## src/rtl/jk_cmd_seq.sv

```systemverilog
// Command sequencer: queues {opcode, repeat} commands and plays each one out as
// registered J/K drive for repeat+1 cycles, tracking the downstream flip-flop's q.
module jk_cmd_seq #(
  parameter int DEPTH = 4,
  parameter int REP_W = 4
) (
  input  logic                     clk,
  input  logic                     reset,
  input  logic                     cmd_valid,
  output logic                     cmd_ready,
  input  logic [1:0]               cmd_op,
  input  logic [REP_W-1:0]         cmd_rep,
  output logic                     j,
  output logic                     k,
  output logic                     busy,
  output logic                     done,
  output logic                     q_pred,
  output logic                     dbg_state,
  output logic [$clog2(DEPTH):0]   dbg_occ
);

  localparam int AW = $clog2(DEPTH);
  localparam int EW = REP_W + 2;

  typedef enum logic {IDLE = 1'b0, RUN = 1'b1} state_t;

  state_t            state_q, state_d;
  logic [REP_W-1:0]  cnt_q, cnt_d;
  logic              j_q, j_d;
  logic              k_q, k_d;
  logic              qp_q, qp_d;
  logic [AW-1:0]     wr_q, wr_d;
  logic [AW-1:0]     rd_q, rd_d;
  logic [AW:0]       occ_q, occ_d;
  logic [EW-1:0]     mem [DEPTH];

  logic              push;
  logic              pop;
  logic              last;
  logic [EW-1:0]     head;

  // Handshake: a command transfers on a rising edge where cmd_valid and
  // cmd_ready are both 1; cmd_ready never depends on cmd_valid.
  assign cmd_ready = reset && (occ_q < (AW+1)'(DEPTH));
  assign push      = cmd_valid && cmd_ready;
  assign last      = (state_q == RUN) && (cnt_q == '0);
  assign pop       = (occ_q != '0) && ((state_q == IDLE) || last);
  assign head      = mem[rd_q];

  always_comb begin
    state_d = state_q;
    cnt_d   = cnt_q;
    j_d     = j_q;
    k_d     = k_q;
    case (state_q)
      IDLE: begin
        j_d = 1'b0;
        k_d = 1'b0;
        if (pop) begin
          state_d    = RUN;
          cnt_d      = head[REP_W-1:0];
          {j_d, k_d} = head[EW-1:REP_W];
        end
      end
      RUN: begin
        if (cnt_q != '0) begin
          cnt_d = cnt_q - 1'b1;
        end else if (pop) begin
          // Chain straight into the next command with no idle cycle.
          cnt_d      = head[REP_W-1:0];
          {j_d, k_d} = head[EW-1:REP_W];
        end else begin
          state_d = IDLE;
          j_d     = 1'b0;
          k_d     = 1'b0;
        end
      end
      default: state_d = IDLE;
    endcase
  end

  always_comb begin
    qp_d = qp_q;
    case ({j_q, k_q})
      2'b01:   qp_d = 1'b0;
      2'b10:   qp_d = 1'b1;
      2'b11:   qp_d = ~qp_q;
      default: qp_d = qp_q;
    endcase
  end

  always_comb begin
    wr_d  = push ? wr_q + AW'(1) : wr_q;
    rd_d  = pop  ? rd_q + AW'(1) : rd_q;
    occ_d = occ_q;
    case ({push, pop})
      2'b10:   occ_d = occ_q + 1'b1;
      2'b01:   occ_d = occ_q - 1'b1;
      default: occ_d = occ_q;
    endcase
  end

  always_ff @(posedge clk or negedge reset) begin
    if (!reset) begin
      state_q <= IDLE;
      cnt_q   <= '0;
      j_q     <= 1'b0;
      k_q     <= 1'b0;
      qp_q    <= 1'b0;
      wr_q    <= '0;
      rd_q    <= '0;
      occ_q   <= '0;
    end else begin
      state_q <= state_d;
      cnt_q   <= cnt_d;
      j_q     <= j_d;
      k_q     <= k_d;
      qp_q    <= qp_d;
      wr_q    <= wr_d;
      rd_q    <= rd_d;
      occ_q   <= occ_d;
    end
  end

  // Storage needs no reset: emptiness is carried entirely by the pointers.
  always_ff @(posedge clk) begin
    if (push) mem[wr_q] <= {cmd_op, cmd_rep};
  end

  assign j         = j_q;
  assign k         = k_q;
  assign q_pred    = qp_q;
  assign done      = last;
  assign busy      = (state_q == RUN) || (occ_q != '0);
  assign dbg_state = state_q;
  assign dbg_occ   = occ_q;

endmodule

```

## config.mk

```make
export PLATFORM = sky130hd
export DESIGN_NAME = jk_cmd_seq
export DESIGN_NICKNAME = d
export VERILOG_FILES = /design/src/rtl/jk_cmd_seq.sv
export SDC_FILE = /design/constraint.sdc
export NUM_CORES = 1
export LEC_CHECK = 0
export BUFFER_PORTS_ARGS = -buffer_cell sky130_fd_sc_hd__buf_2
export CORE_UTILIZATION = 40
export CTS_BUF_LIST = sky130_fd_sc_hd__clkbuf_2 sky130_fd_sc_hd__clkbuf_4 sky130_fd_sc_hd__clkbuf_8
export DETAILED_ROUTE_END_ITERATION = 6
export GPL_ROUTABILITY_DRIVEN = 0
export PLACE_DENSITY_LB_ADDON = 0.3
export SLEW_MARGIN = 20
export SYNTH_ARGS = -nofsm -noshare
export SYNTH_HDL_FRONTEND = slang
export SYNTH_SLANG_ARGS = --single-unit
```

## constraint.sdc

```tcl
create_clock -name clk -period 2.9 [get_ports clk]
set_clock_uncertainty 0.1 [all_clocks]
set_input_delay 0.145 -clock clk [delete_from_list [all_inputs] [get_ports clk]]
set_output_delay 0.145 -clock clk [all_outputs]
set_load 0.005 [all_outputs]
```

==> impl_summary.md <==
Placement
Once detailed placement completed, the half-perimeter wirelength came to 1.92 mm. Counting tap cells, the placed design contains a total of approximately 170 instances. Before CTS, the worst setup slack after placement is 342 ps. The placed instance area is approximately 0.0018 mm2. Port buffering added 18 buffers.

Floorplan
In this run the vertical extent of the chip is 67.2 um. The area of the core region is 0.00403 mm2. The floorplan step defined a die boundary enclosing 0.00451 mm2. The number of ports placed on the die boundary is 19. The die span in x is ~67 um. The floorplan has 23 rows. The starting utilization of the core area is 0.421.

Layout
At the end of the flow the core is filled with cells to 0.493. The repair_antennas step left the layout with diodes totalling 0. After filler insertion, the fill cell instance count of the layout stands at 349. The total number of nets in the final design is 153. The area growth from synthesis to layout is 17.1%. After the flow finishes, the layout carries non-filler instances totaling 189. The final non-filler cell area is between 0.0015 and 0.002 mm2. The fraction of final layout cells with drive strength greater than 1 is 0.259.

Routing
The remaining number of nets flagged by the antenna check after routing is 0. The number of iterations in the first detailed-routing pass is 4. The vias after detailed routing is ~960.

After detailed routing, the average wire length per cell comes to 14.9 um. The final routed wirelength across all metal layers is 2.81 mm. The number of design rule violations left after detail routing is 0. Dividing the detail-routed via count by the number of cells gives between 5 and 6. In this run, the number of DRC markers left after iteration 0 of detailed routing was 38.

Synth
The share of synthesized cell area in full adder, half adder and majority cells is 0.0486. The combinational family with the most area after synthesis is multiplexers. Of the total synthesized cell area, the portion taken by AND, OR, NAND and NOR gates is 0.0855. In this run, synthesis produced a sequential element count of 39. The total number of yosys warnings is 0. The cell count after synthesis came out at between 100 and 150. The XOR/XNOR share of the synthesized area is 0.0302. The distinct cell type count after synthesis is 35.

The portion of netlist area occupied by mux cells is 0.0980. The synthesized netlist net count is 126. The summed instance area of the synthesized netlist is about 0.0017 mm2. In this run the mean area of a mapped cell was 15.3 um2.

The sequential-to-total area share from yosys stat is 0.646. The fraction of the mapped netlist area in compound gates was 0.0663.

STA
Timing would allow up to just under 400 MHz. The number of endpoints with negative hold slack in the final report is 0. The number of setup violations in the final report is 0. Setup repair after global routing left no endpoint under its margin.

The smallest hold slack is 209 ps. The worst path setup slack after routing is 297 ps. For the final routed database, the setup TNS stands at 0 ps.

The portion of the clock cycle consumed by the worst path in the final layout is 0.897. The final max-slew violation count came to 0. The slew at the pin closest to its max-slew limit is 513 ps.

The worst pin sits at a relative slew slack of 0.656. The time the worst path needs with I/O delays and setup is around 2600 ps.

Clock network
The clock sink count is 39. The register clock-pin slew on the reported worst setup and hold paths is 80 ps. The source-to-sink clock delay at the later pin of the worst-skew pair is between 200 and 300 ps. The total number of H-tree levels is 2. The longest clock path from root to sink contains 2 buffers. The root buffer cell is clkbuf_8.

The clock tree from TritonCTS is yes. Buffers inserted during clock tree synthesis total 5.

Flow run
The number of max-cap violations is 0.

Power and ir drop
The power density over cell area is 891 mW/mm2. Summed over all cells, the static leakage comes to roughly 0.78 nW. After layout, the design draws a total of 1.77 mW. The worst vdd rail ir drop is 442 uV.

Setup path
The required time of the critical path is 2960 ps. The largest individual stage delay along the critical path comes from the cell fa_1. The number of cells on the worst reg-to-reg path is 7. The startpoint type of the worst setup path is a register. The capturing point of the worst reg2reg path is dbg_occ[1]. The total number of cells along the worst setup path is 7.

Walking the worst path, the cells encountered are inv_1 -> ha_1 -> or3b_4 -> and2_1 -> nor3_1 -> fa_1 -> mux2_1. The most critical setup path has its endpoint at dbg_occ[1]. Counting both buffers and inverters, the worst setup path holds a total of 1. The critical path is of the register to register type. The worst register-to-register path has a setup slack of ~300 ps.

The startpoint identified for the worst register-to-register timing path is cnt_q[0]. The nature of the critical path endpoint is a register. Of all nets on the critical path, the largest fanout is 10. The launch point of the worst path is cnt_q[0]. Broken down by cell family, the worst path's largest delay share belongs to simple AND/OR/NAND/NOR gates. The endpoint arrival time on the critical path is 2670 ps. In this design, the stage delay of the slowest critical-path cell is approximately 450 ps.

Global routing
The maximum number of pins on one net before global-route repair is 18. In the global route stage, overall resource usage came out at 0.153. The first global-routing pass estimated 4.93 mm of wire. The initial antenna violation count is 0.

The via count of the first global-routing pass was 1024. The aggregate global routing overflow is 0.

Status
The run finished with clean final reports.

Worst hold path
The worst min-delay path category is input pin to asynchronous set/reset pin.
## flip-flops by register name, summed over array words and instances, names as in the netlist
name	count
cnt_q	4
q_pred	1
k	1
j	1
dbg_occ	3
mem	24
dbg_state	1
rd_q	2
wr_q	2
## layout make-up
class	instances	area, um2	share of cell area
Sequential cell	39	1100	0.551
Timing Repair Buffer	25	160	0.0806
Multi-Input combinational cell	61	558	0.281
Inverter	6	22.5	0.0113
Clock buffer	6	76.3	0.0384
Tap cell	50	62.6	0.0315
Clock inverter	2	12.5	0.00629
## worst min-delay path by stage
stage	slack, ps	to	startpoint	depth (start not counted)
after global routing	240	cnt_q[2]	reset	2
after detailed placement	-10	dbg_occ[0]	reset	1
after global placement	-20	dbg_occ[1]	reset	1
after CTS	230	cnt_q[0]	reset	2
after floorplan	-250	cnt_q[0]	reset	0
final	210	cnt_q[2]	reset	2
## cells by family (layout without fill, tap and decap cells)
group / count (synthesis) / count (layout)
DFF: 39 / 39
AOI/OAI and AO/OA: 15 / 15
and+or+nand+nor: 26 / 26
adders and majority gates: 6 / 6
buffers and inverters: 11 / 39
muxes: 9 / 9
xor gates and xnor gates: 5 / 5
## layout by cell type, fill, tap and decap left out
master / Yosys / layout
or3_1: 1 / 1
nor2_1: 2 / 2
xor2_2: 1 / 1
o21ai_1: 2 / 2
nand2_1: 7 / 7
or3b_4: 1 / 1
nor2b_1: 1 / 1
xor2_1: 2 / 2
clkbuf_4: 0 / 1
and2_1: 6 / 6
inv_1: 6 / 6
nor3_2: 1 / 1
clkinv_2: 0 / 1
o211ai_1: 1 / 1
clkinvlp_4: 0 / 1
fa_1: 1 / 1
a221o_1: 1 / 1
o21ai_0: 1 / 1
nand3_1: 1 / 1
a22oi_1: 1 / 1
clkbuf_8: 0 / 5
ha_1: 5 / 5
nand2b_1: 1 / 1
xnor2_1: 2 / 2
mux2_1: 1 / 1
mux4_2: 6 / 6
a211oi_1: 1 / 1
a21oi_1: 3 / 3
a21oi_4: 1 / 1
dfrtp_1: 15 / 15
a22o_1: 2 / 2
edfxtp_1: 24 / 24
buf_2: 2 / 18
nor3_1: 4 / 4
mux2i_1: 2 / 2
a32oi_1: 1 / 1
o31ai_1: 1 / 1
dlygate4sd3_1: 0 / 7
and3b_1: 1 / 1
## layer usage
layer	wire (um)	share of wire	vias to the layer above	track usage
met2	1410	0.50	14	0.265
li1	-	-	457	-
met1	1310	0.46	485	0.183
met5	0	0	-	0
met3	75	0.027	2	0.0405
met4	23	0.0082	0	0.0559
## synthesized netlist by cell type
library cell,number,area [um2]
buf_2,2,10.0
and3b_1,1,8.76
nor3_1,4,20.0
xor2_2,1,16.3
o31ai_1,1,7.51
a22o_1,2,17.5
ha_1,5,62.6
and2_1,6,37.5
inv_1,6,22.5
nor2_1,2,7.51
a221o_1,1,10.0
nor3_2,1,10.0
o21ai_1,2,10.0
nand2_1,7,26.3
nand3_1,1,5.00
xor2_1,2,17.5
nand2b_1,1,6.26
or3b_4,1,11.3
clkbuf_1,3,11.3
or3_1,1,6.26
edfxtp_1,24,721
a21oi_4,1,16.3
xnor2_1,2,17.5
o211ai_1,1,7.51
o21ai_0,1,5.00
fa_1,1,20.0
a32oi_1,1,8.76
nor2b_1,1,6.26
a21oi_1,3,15.0
mux4_2,6,135
mux2i_1,2,20.0
a22oi_1,1,7.51
a211oi_1,1,7.51
dfrtp_1,15,375
mux2_1,1,11.3
## what timing repair did
action	CTS	global route
hold buffers	7	0
endpoints found under the hold margin	39	0
buffers inserted	0	0
gates resized for setup	0	0
## power by group
group,total [mW],switching (mW),internal [mW],leakage [nW]
sequential,0.865,0.144,0.721,0.392
clock,0.356,0.179,0.177,0.0446
combinational,0.550,0.258,0.292,0.345
total,1.77,0.581,1.19,0.781
Note: power is estimated with default switching activity, not from simulation.
